File: src/rtl/pipeline_hazard_ctrl_if.sv
// Hazard-control bundle between the pipeline datapath (master) and the
// sequencing controller (slave).
interface pipeline_hazard_ctrl_if #(
  parameter int unsigned CNT_W = 16
);
  logic [4:0]       id_rs;
  logic [4:0]       id_rt;
  logic             id_uses_rt;
  logic             id_mdu_op;
  logic             ex_mem_read;
  logic [4:0]       ex_rd;
  logic             ex_branch_taken;
  logic             ex_mdu_start;
  logic             pc_en;
  logic             ifid_en;
  logic             ifid_flush;
  logic             idex_flush;
  logic             mdu_busy;
  logic [CNT_W-1:0] stall_cycles;

  modport master (
    output id_rs, id_rt, id_uses_rt, id_mdu_op,
    output ex_mem_read, ex_rd, ex_branch_taken, ex_mdu_start,
    input  pc_en, ifid_en, ifid_flush, idex_flush, mdu_busy, stall_cycles
  );

  modport slave (
    input  id_rs, id_rt, id_uses_rt, id_mdu_op,
    input  ex_mem_read, ex_rd, ex_branch_taken, ex_mdu_start,
    output pc_en, ifid_en, ifid_flush, idex_flush, mdu_busy, stall_cycles
  );
endinterface

File: src/rtl/pipeline_hazard_ctrl.sv
// 5-stage pipeline sequencing: load-use and MDU stalls, taken-branch flushes,
// and a saturating stall-cycle counter for performance debug.
module pipeline_hazard_ctrl #(
  parameter int unsigned MDU_LATENCY = 32,
  parameter int unsigned CNT_W       = 16
) (
  input logic                   clk,
  input logic                   rst_n,
  pipeline_hazard_ctrl_if.slave bus
);

  localparam int unsigned MDU_CNT_W = $clog2(MDU_LATENCY);

  typedef enum logic {
    MDU_IDLE = 1'b0,
    MDU_BUSY = 1'b1
  } mdu_state_t;

  mdu_state_t           mdu_state;
  logic [MDU_CNT_W-1:0] mdu_cnt;
  logic                 load_stall_q;
  logic [CNT_W-1:0]     stall_q;

  logic load_hit_c;
  logic mdu_hit_c;
  logic load_stall_c;
  logic pc_en_c;
  logic ifid_en_c;
  logic ifid_flush_c;
  logic idex_flush_c;

  // load_stall_q masks the second cycle so forwarding takes over after one bubble
  always_comb begin
    load_hit_c = bus.ex_mem_read && (bus.ex_rd != 5'd0) &&
                 ((bus.ex_rd == bus.id_rs) ||
                  (bus.id_uses_rt && (bus.ex_rd == bus.id_rt))) &&
                 !load_stall_q;
    mdu_hit_c  = bus.id_mdu_op && (mdu_state == MDU_BUSY);
  end

  // Branch flush outranks stalls: ID holds a wrong-path instruction
  always_comb begin
    pc_en_c      = 1'b1;
    ifid_en_c    = 1'b1;
    ifid_flush_c = 1'b0;
    idex_flush_c = 1'b0;
    load_stall_c = 1'b0;
    if (rst_n) begin
      if (bus.ex_branch_taken) begin
        ifid_flush_c = 1'b1;
        idex_flush_c = 1'b1;
      end else if (load_hit_c || mdu_hit_c) begin
        pc_en_c      = 1'b0;
        ifid_en_c    = 1'b0;
        idex_flush_c = 1'b1;
        load_stall_c = load_hit_c;
      end
    end
  end

  always_ff @(posedge clk) begin
    if (!rst_n) begin
      load_stall_q <= 1'b0;
      mdu_state    <= MDU_IDLE;
      mdu_cnt      <= '0;
      stall_q      <= '0;
    end else begin
      load_stall_q <= load_stall_c;

      if (!pc_en_c && (stall_q != {CNT_W{1'b1}})) begin
        stall_q <= stall_q + CNT_W'(1);
      end

      // A taken branch never aborts the MDU; a start while busy is ignored
      case (mdu_state)
        MDU_IDLE: begin
          if (bus.ex_mdu_start) begin
            mdu_state <= MDU_BUSY;
            mdu_cnt   <= MDU_CNT_W'(MDU_LATENCY - 1);
          end
        end
        MDU_BUSY: begin
          if (mdu_cnt == '0) begin
            mdu_state <= MDU_IDLE;
          end else begin
            mdu_cnt <= mdu_cnt - MDU_CNT_W'(1);
          end
        end
        default: mdu_state <= MDU_IDLE;
      endcase
    end
  end

  assign bus.pc_en        = pc_en_c;
  assign bus.ifid_en      = ifid_en_c;
  assign bus.ifid_flush   = ifid_flush_c;
  assign bus.idex_flush   = idex_flush_c;
  assign bus.mdu_busy     = rst_n && (mdu_state == MDU_BUSY);
  assign bus.stall_cycles = stall_q;

endmodule

File: src/flat_wrapper.sv
// flat-port wrapper written by rule: the top's interface ports become plain ports
module pipeline_hazard_ctrl_flat 
#(
  parameter int unsigned MDU_LATENCY = 32,
  parameter int unsigned CNT_W       = 16
)
  (clk, rst_n, bus_id_rs, bus_id_rt, bus_id_uses_rt, bus_id_mdu_op, bus_ex_mem_read, bus_ex_rd, bus_ex_branch_taken, bus_ex_mdu_start, bus_pc_en, bus_ifid_en, bus_ifid_flush, bus_idex_flush, bus_mdu_busy, bus_stall_cycles);
  pipeline_hazard_ctrl_if #(.CNT_W(CNT_W)) bus_i ();
  input logic clk;
  input logic rst_n;
  input wire logic [$bits(bus_i.id_rs)-1:0] bus_id_rs;
  input wire logic [$bits(bus_i.id_rt)-1:0] bus_id_rt;
  input wire logic [$bits(bus_i.id_uses_rt)-1:0] bus_id_uses_rt;
  input wire logic [$bits(bus_i.id_mdu_op)-1:0] bus_id_mdu_op;
  input wire logic [$bits(bus_i.ex_mem_read)-1:0] bus_ex_mem_read;
  input wire logic [$bits(bus_i.ex_rd)-1:0] bus_ex_rd;
  input wire logic [$bits(bus_i.ex_branch_taken)-1:0] bus_ex_branch_taken;
  input wire logic [$bits(bus_i.ex_mdu_start)-1:0] bus_ex_mdu_start;
  output wire logic [$bits(bus_i.pc_en)-1:0] bus_pc_en;
  output wire logic [$bits(bus_i.ifid_en)-1:0] bus_ifid_en;
  output wire logic [$bits(bus_i.ifid_flush)-1:0] bus_ifid_flush;
  output wire logic [$bits(bus_i.idex_flush)-1:0] bus_idex_flush;
  output wire logic [$bits(bus_i.mdu_busy)-1:0] bus_mdu_busy;
  output wire logic [$bits(bus_i.stall_cycles)-1:0] bus_stall_cycles;
  assign bus_i.id_rs = bus_id_rs;
  assign bus_i.id_rt = bus_id_rt;
  assign bus_i.id_uses_rt = bus_id_uses_rt;
  assign bus_i.id_mdu_op = bus_id_mdu_op;
  assign bus_i.ex_mem_read = bus_ex_mem_read;
  assign bus_i.ex_rd = bus_ex_rd;
  assign bus_i.ex_branch_taken = bus_ex_branch_taken;
  assign bus_i.ex_mdu_start = bus_ex_mdu_start;
  assign bus_pc_en = bus_i.pc_en;
  assign bus_ifid_en = bus_i.ifid_en;
  assign bus_ifid_flush = bus_i.ifid_flush;
  assign bus_idex_flush = bus_i.idex_flush;
  assign bus_mdu_busy = bus_i.mdu_busy;
  assign bus_stall_cycles = bus_i.stall_cycles;
  pipeline_hazard_ctrl #(.MDU_LATENCY(MDU_LATENCY), .CNT_W(CNT_W)) u_core (.clk(clk), .rst_n(rst_n), .bus(bus_i));
endmodule
File: config.mk
export PLATFORM = sky130hd
export DESIGN_NAME = pipeline_hazard_ctrl_flat
export DESIGN_NICKNAME = d
export VERILOG_FILES = /design/src/rtl/pipeline_hazard_ctrl_if.sv /design/src/rtl/pipeline_hazard_ctrl.sv /design/src/flat_wrapper.sv
export SDC_FILE = /design/constraint.sdc
export NUM_CORES = 1
export LEC_CHECK = 0
export CORE_MARGIN = 2
export CORE_UTILIZATION = 40
export DETAILED_ROUTE_END_ITERATION = 10
export PLACE_DENSITY = 0.71
export SLEW_MARGIN = 20
export SYNTH_ARGS = -nofsm -noshare
export SYNTH_HDL_FRONTEND = slang
export SYNTH_SLANG_ARGS = --single-unit
File: constraint.sdc
create_clock -name clk -period 6.52 [get_ports clk]
set_input_delay 1.304 -clock clk [delete_from_list [all_inputs] [get_ports clk]]
set_output_delay 1.304 -clock clk [all_outputs]
set_load 0.01 [all_outputs]
==> results.sh <==
export IMPL_outcome="completed"
export IMPL_ys_seq_area_share_pct=34.7
export IMPL_start_util_pct=42.7
export IMPL_synth_commonest_cells="23 x dfxtp_1, 12 x nand2_1, 11 x a21oi_1, 11 x o21ai_1"
export IMPL_place_congestion=0.808
export IMPL_worstSetupPathType="input pin to output port"
export IMPL_synthTopCellsByArea="dfxtp_1 35%, xor2_1 6.6%, a21oi_1 4.2%, o21ai_1 4.2%, mux2i_1 3.8%"
export IMPL_area_growth_pct=34.2
export IMPL_post_route_period_util_pct=75.9
export IMPL_maxSlewViolCount=0
export IMPL_synth_cell_types=43
export IMPL_setup_tns_ps=0
export IMPL_setup_slack_ps=1570
export IMPL_multi_input_area_um2=801
export IMPL_yosys_mux_area_fraction_pct=3.78
export IMPL_core_area_um2=3100
export IMPL_syn_num_nets=179
export IMPL_finClkSkew_ps=10.1
export IMPL_cts_resized=0
export IMPL_path_clk_slew_ps=120
export IMPL_swShare_pct=26.1
export IMPL_overflow=0
export IMPL_register_area_um2=460
export IMPL_fp_dieH_um=61.6
export IMPL_seqPwrFrac_pct=56.4
export IMPL_p_leak_nw=0.599
export IMPL_pre_cts_ws_ps=1560
export IMPL_tightest_slew_ps=589
export IMPL_port_buffers=42
export IMPL_diodes=0
export IMPL_vias=1267
export IMPL_synthCells=154
export IMPL_stdcell_count=238
export IMPL_synth_simple_gate_area_share_pct=28.2
export IMPL_drcViolationCount=0
export IMPL_cts_made_buffers=3
export IMPL_maxCapViolCount=0
export IMPL_clockPowerShare_pct=25.1
export IMPL_grt_max_degree=24
export IMPL_synth_edf_count=0
export IMPL_htree_levels=1
export IMPL_final_hold_viol_count=0
export IMPL_synth_most_common_cell="dfxtp_1"
export IMPL_cp_end_kind="output port"
export IMPL_clock_root_buffer="clkbuf_4"
export IMPL_first_iter_violations=34
export IMPL_holdBufCountCts=0
export IMPL_grt_pass1_vias=1221
export IMPL_fmax_ghz=0.202
export IMPL_ir_drop_mv=0.0774
export IMPL_drtAntennaViolNets=0
export IMPL_arrival_ps=3650
export IMPL_hold_path_class="register to register"
export IMPL_power_density_nw_per_um2=149
export IMPL_die_w_um=61.6
export IMPL_setup_viol=0
export IMPL_power_share_combinational_pct=18.5
export IMPL_antenna_found_initial=0
export IMPL_drive_gt1_share_pct=5.67
export IMPL_async_flop_share_pct=0
export IMPL_core_rowCount=20
export IMPL_hpwl_mm=2.36
export IMPL_yosys_area_share_xor_xnor_pct=7.27
export IMPL_worstPathMaxFanout=3
export IMPL_synth_adder_area_share_pct=2.83
export IMPL_power_switching_uw=69.3
export IMPL_syn_area_per_cell_um2=8.60
export IMPL_max_slew_margin_pct=60.2
export IMPL_first_pass_iters=4
export IMPL_fin_nets=220
export IMPL_synth_warnings=0
export IMPL_wl_mm=3.12
export IMPL_cell_internal_pwr_uw=196
export IMPL_crit_required_ps=5220
export IMPL_netlist_top_cell_by_area="dfxtp_1"
export IMPL_synth_top_family_by_area="simple AND/OR/NAND/NOR gates"
export IMPL_avgViaCountPerCell=5.32
export IMPL_clock_sinks=23
export IMPL_io_pins=43
export IMPL_synth_compound_area_share_pct=18.3
export IMPL_cts_tree="yes"
export IMPL_netlist_area_leader_share_pct=34.7
export IMPL_wl_per_cell_um=13.1
export IMPL_startpoint_type="input pin"
export IMPL_synth_ff_type="dfxtp_1"
export IMPL_design_die_area_um2=3790
export IMPL_rsz0062_at_grt="false"
export IMPL_ys_seq_elements=23
export IMPL_worstSkewPairLatency_ps=310
export IMPL_grt_pass1_wl_mm=5.06
export IMPL_layout_min_cycle_time_ps=4950
export IMPL_cts_buffer_depth=2
export IMPL_fillCellCount=311
export IMPL_dpl_cell_count=234
export IMPL_postCtsSetupBuffers=0
export IMPL_syn_area_um2=1330
export IMPL_grt_total_usage_pct=17.8
==> cells by family after synthesis <==
group | after synthesis
buf+inv | 10
mux | 5
simple gates | 65
flops | 23
fa+ha+maj | 3
compound gates | 37
xor+xnor | 11
==> placed cells by master (no fill, tap or decap), drive strengths merged, types with 4 or more instances in the layout <==
master         instances
nand3                  6
nand2                 12
a21oi                 11
mux2i                  5
or4                    4
xor2                  10
or3                    8
clkdlybuf4s50         42
clkbuf                 4
and2                   4
dfxtp                 23
o21ai                 13
nor2                  10
==> sequential cells by signal, summed over array words and instances (netlist names) <==
register / flops
u_core.bus.stall_cycles: 16
u_core.mdu_cnt: 5
u_core.load_stall_q: 1
u_core.mdu_state: 1
==> power groups by stage <==
| stage | sequential [mW] | combinational, mW | clock [mW] |
|---|---|---|---|
| 6_report | 0.149 | 0.0490 | 0.0666 |
| 5_1_grt | 0.150 | 0.0550 | 0.0737 |
| 4_1_cts | 0.149 | 0.0497 | 0.0688 |
| 3_5_place_dp | 0.153 | 0.0492 | 0 |
| 3_3_place_gp | 0.152 | 0.0479 | 0 |
| 2_1_floorplan | 0.151 | 0.0270 | 0 |
==> routing by layer <==
metal / up-vias / wire (µm) / share of wire (%) / track usage (%)
met5: - / 0 / 0 / 0
met4: 0 / 15 / 0.48 / 6.69
met3: 2 / 276 / 8.8 / 3.99
met2: 44 / 1470 / 47 / 31.6
met1: 580 / 1360 / 44 / 20.6
li1: 641 / - / - / -
==> layout make-up <==
cell class,instances,area share [%]
inverter,4,0.844
sequential,23,25.9
multi-input combinational,121,45.0
tap,44,3.10
timing repair buffer,42,23.6
clock buffer,4,1.48
==> through the flow <==
step / area [µm²] / hold slack [ps] / power (mW) / util [%]
after floorplan: 1330 / 451 / 0.178 / -
after global placement: 1750 / 475 / 0.200 / 56.5
after detailed placement: 1750 / 487 / 0.202 / 56.5
after CTS: 1780 / 509 / 0.268 / 57.3
after global routing: 1780 / 539 / 0.279 / 57.3
final: 1780 / 510 / 0.265 / 57.3
==> critical path: stages <==
cell	delay (ps)
clkdlybuf4s50_1	470
xor2_1	190
nor4_1	310
a32oi_1	190
or2_1	300
o21a_1	190
or2_1	220
clkdlybuf4s50_1	480
==> final timing paths <==
path	start	end	slack, ps	cells after the start
max	bus_ex_rd[3]	bus_pc_en	1570	8
min	u_core.mdu_cnt[0]	u_core.mdu_cnt[0]	510	1
max reg2reg	u_core.bus.stall_cycles[0]	u_core.bus.stall_cycles[5]	4320	7
min reg2reg	u_core.mdu_cnt[0]	u_core.mdu_cnt[0]	510	1
Note: power is estimated with default switching activity, not from simulation.
==> edit: new RTL, same settings <==
`CNT_W` is set to 16 in 3 places; all go to 24.
--- a/src/rtl/pipeline_hazard_ctrl_if.sv
+++ b/src/rtl/pipeline_hazard_ctrl_if.sv
@@ -1,7 +1,7 @@
 // Hazard-control bundle between the pipeline datapath (master) and the
 // sequencing controller (slave).
 interface pipeline_hazard_ctrl_if #(
-  parameter int unsigned CNT_W = 16
+  parameter int unsigned CNT_W = 24
 );
   logic [4:0]       id_rs;
   logic [4:0]       id_rt;
--- a/src/rtl/pipeline_hazard_ctrl.sv
+++ b/src/rtl/pipeline_hazard_ctrl.sv
@@ -2,7 +2,7 @@
 // and a saturating stall-cycle counter for performance debug.
 module pipeline_hazard_ctrl #(
   parameter int unsigned MDU_LATENCY = 32,
-  parameter int unsigned CNT_W       = 16
+  parameter int unsigned CNT_W       = 24
 ) (
   input logic                   clk,
   input logic                   rst_n,
--- a/src/flat_wrapper.sv
+++ b/src/flat_wrapper.sv
@@ -2,7 +2,7 @@
 module pipeline_hazard_ctrl_flat 
 #(
   parameter int unsigned MDU_LATENCY = 32,
-  parameter int unsigned CNT_W       = 16
+  parameter int unsigned CNT_W       = 24
 )
   (clk, rst_n, bus_id_rs, bus_id_rt, bus_id_uses_rt, bus_id_mdu_op, bus_ex_mem_read, bus_ex_rd, bus_ex_branch_taken, bus_ex_mdu_start, bus_pc_en, bus_ifid_en, bus_ifid_flush, bus_idex_flush, bus_mdu_busy, bus_stall_cycles);
   pipeline_hazard_ctrl_if #(.CNT_W(CNT_W)) bus_i ();
Ports: changed (resized bus_stall_cycles); port bits go from 43 to 51. No check against the original RTL was run, so the function may have changed too.
==> edit against the original RTL <==
Clock power is 120% higher. Area after synthesis is 39% higher. Power is 52% higher. Sequential cell count is 8 higher. Wire length is 36% higher. Cell area is 34% higher. First-iteration DRC count is 41% higher. Die area is 36% higher. Setup slack worse by 120 ps. Non-clock buffer count is 9 higher. Final cell count is 30% higher.
==> edit: results (changes against the original RTL) <==
metric,value,unit,change
outcome,"finished, final reports clean",,unchanged
place.gp.congestion,0.8120,,was 0.8079
via_per_inst,5.589,,was 5.324
reg2reg_slack,4390,ps,was 4320 ps
cpMaxStageDelayCell,or4_1,,was clkdlybuf4s50_1
cpPeakStageDelay,550,ps,was 480 ps
final_nets,281,,was 220
tightestPinTransition,712.0,ps,was 589.2 ps
synth-compound-area-share,16.56,%,was 18.32%
arrival,3760,ps,was 3650 ps
synth_area_leaders,"dfxtp_1, or4_1, a21oi_1",,"was dfxtp_1, xor2_1, a21oi_1"
finClkSkew,6.844,ps,was 10.07 ps
synth-xor-area-share,4.772,%,was 7.271%
p_leak,0.7743,nW,was 0.5989 nW
largest_reg_flops,24,,was 16
htreeDepth,2,,was 1
r2r_end,u_core.bus.stall_cycles[1]$_SDFFE_PN0P_,,was u_core.bus.stall_cycles[5]$_SDFFE_PN0P_
yosys-mux-area-fraction,4.431,%,was 3.777%
grt_pass1_vias,1601,,was 1221
hpwlAfterDp,3070,um,was 2359 um
met2_usage,29.42,%,was 31.58%
clock-root-buffer,clkbuf_8,,was clkbuf_4
clock_latency,280,ps,was 310 ps
grtUsageMet3,4.079,%,was 3.992%
yosys-top-cells-count,"dfxtp_1, nand2_1, a21oi_1",,"was dfxtp_1, nand2_1, a21oi_1, o21ai_1"
grt_start_max_net_pins,44,,was 24
cts_buffers,5,,was 3
path_max_fanout,43,,was 3
rr_worst_depth,6,,was 7
vdd.ir_drop.worst,0.0001264,V,was 0.00007744 V
drive_above_1_share,8.949,%,was 5.670%
drtIter0Drc,48,,was 34
use_met1,21.65,%,was 20.61%
timing.hold.ws,497.9,ps,was 510.1 ps
[edit: changes by cell type in the layout (fill, tap and decap cells not counted), sizes merged, moves of 7 or more]
cell / before / now
or3: 8 / 1
clkdlybuf4s50: 42 / 50
xnor2: 1 / 10
xor2: 10 / 0
o21ai: 13 / 4
dfxtp: 23 / 31
o31ai: 2 / 12
or4: 4 / 14
nand2: 12 / 24
a21oi: 11 / 20
[edit: cell type report]
type	count	area, um2	area share [%]
Sequential cell	31	620.6	25.96
Multi-Input combinational cell	161	1094	45.74
Tap cell	52	65.06	2.721
Clock buffer	7	76.32	3.192
Clock inverter	1	5.005	0.2093
Inverter	6	22.52	0.9419
Timing Repair Buffer	51	508.0	21.25
[edit: logic make-up after synthesis]
| kind of cell | Yosys count |
|---|---|
| xor+xnor | 10 |
| buf+inv | 18 |
| mux | 8 |
| simple gates | 95 |
| fa+ha+maj | 3 |
| flops | 31 |
| compound gates | 45 |
[edit: metal layers]
layer / share of wire, % / vias up
met5: 0 / -
met4: 1.3 / 0
met3: 3.7 / 6
met2: 49 / 24
met1: 46 / 816
li1: - / 881
[edit: worst min-delay path by stage]
stage	from	endpoint	cells past startpoint
after detailed placement	u_core.bus.stall_cycles[5]$_SDFFE_PN0P_	u_core.bus.stall_cycles[5]$_SDFFE_PN0P_	2
after CTS	u_core.bus.stall_cycles[5]$_SDFFE_PN0P_	u_core.bus.stall_cycles[5]$_SDFFE_PN0P_	2
after global routing	u_core.bus.stall_cycles[5]$_SDFFE_PN0P_	u_core.bus.stall_cycles[5]$_SDFFE_PN0P_	2
after floorplan	u_core.mdu_cnt[4]$_SDFFE_PN0P_	u_core.mdu_cnt[4]$_SDFFE_PN0P_	2
after global placement	u_core.bus.stall_cycles[5]$_SDFFE_PN0P_	u_core.bus.stall_cycles[5]$_SDFFE_PN0P_	2
final	u_core.bus.stall_cycles[5]$_SDFFE_PN0P_	u_core.bus.stall_cycles[5]$_SDFFE_PN0P_	2
[edit: worst max-delay path, delay by kind of cell]
| family | cells | cell delay, ps |
|---|---|---|
| buffers and inverters | 3 | 1400 |
| AND/OR/NAND/NOR | 4 | 930 |
| AO/OA/AOI/OAI | 1 | 130 |
[edit: report_power, final]
| part | leakage [nW] | switching, W | internal [W] |
|---|---|---|---|
| Clock | 0.0422 | 0.0000688 | 0.0000748 |
| Combinational | 0.481 | 0.0000310 | 0.0000301 |
| Sequential | 0.251 | 0.00000472 | 0.000194 |
[edit: stage by stage]
stage | area (um2) | utilization [%] | std cells
finish | 2391 | 54.54 | 309
global route | 2391 | 54.54 | 309
CTS | 2391 | 54.54 | 309
detailed placement | 2310 | 52.68 | 301
global placement | 2310 | 52.68 | 301
floorplan | 1836 | - | 210
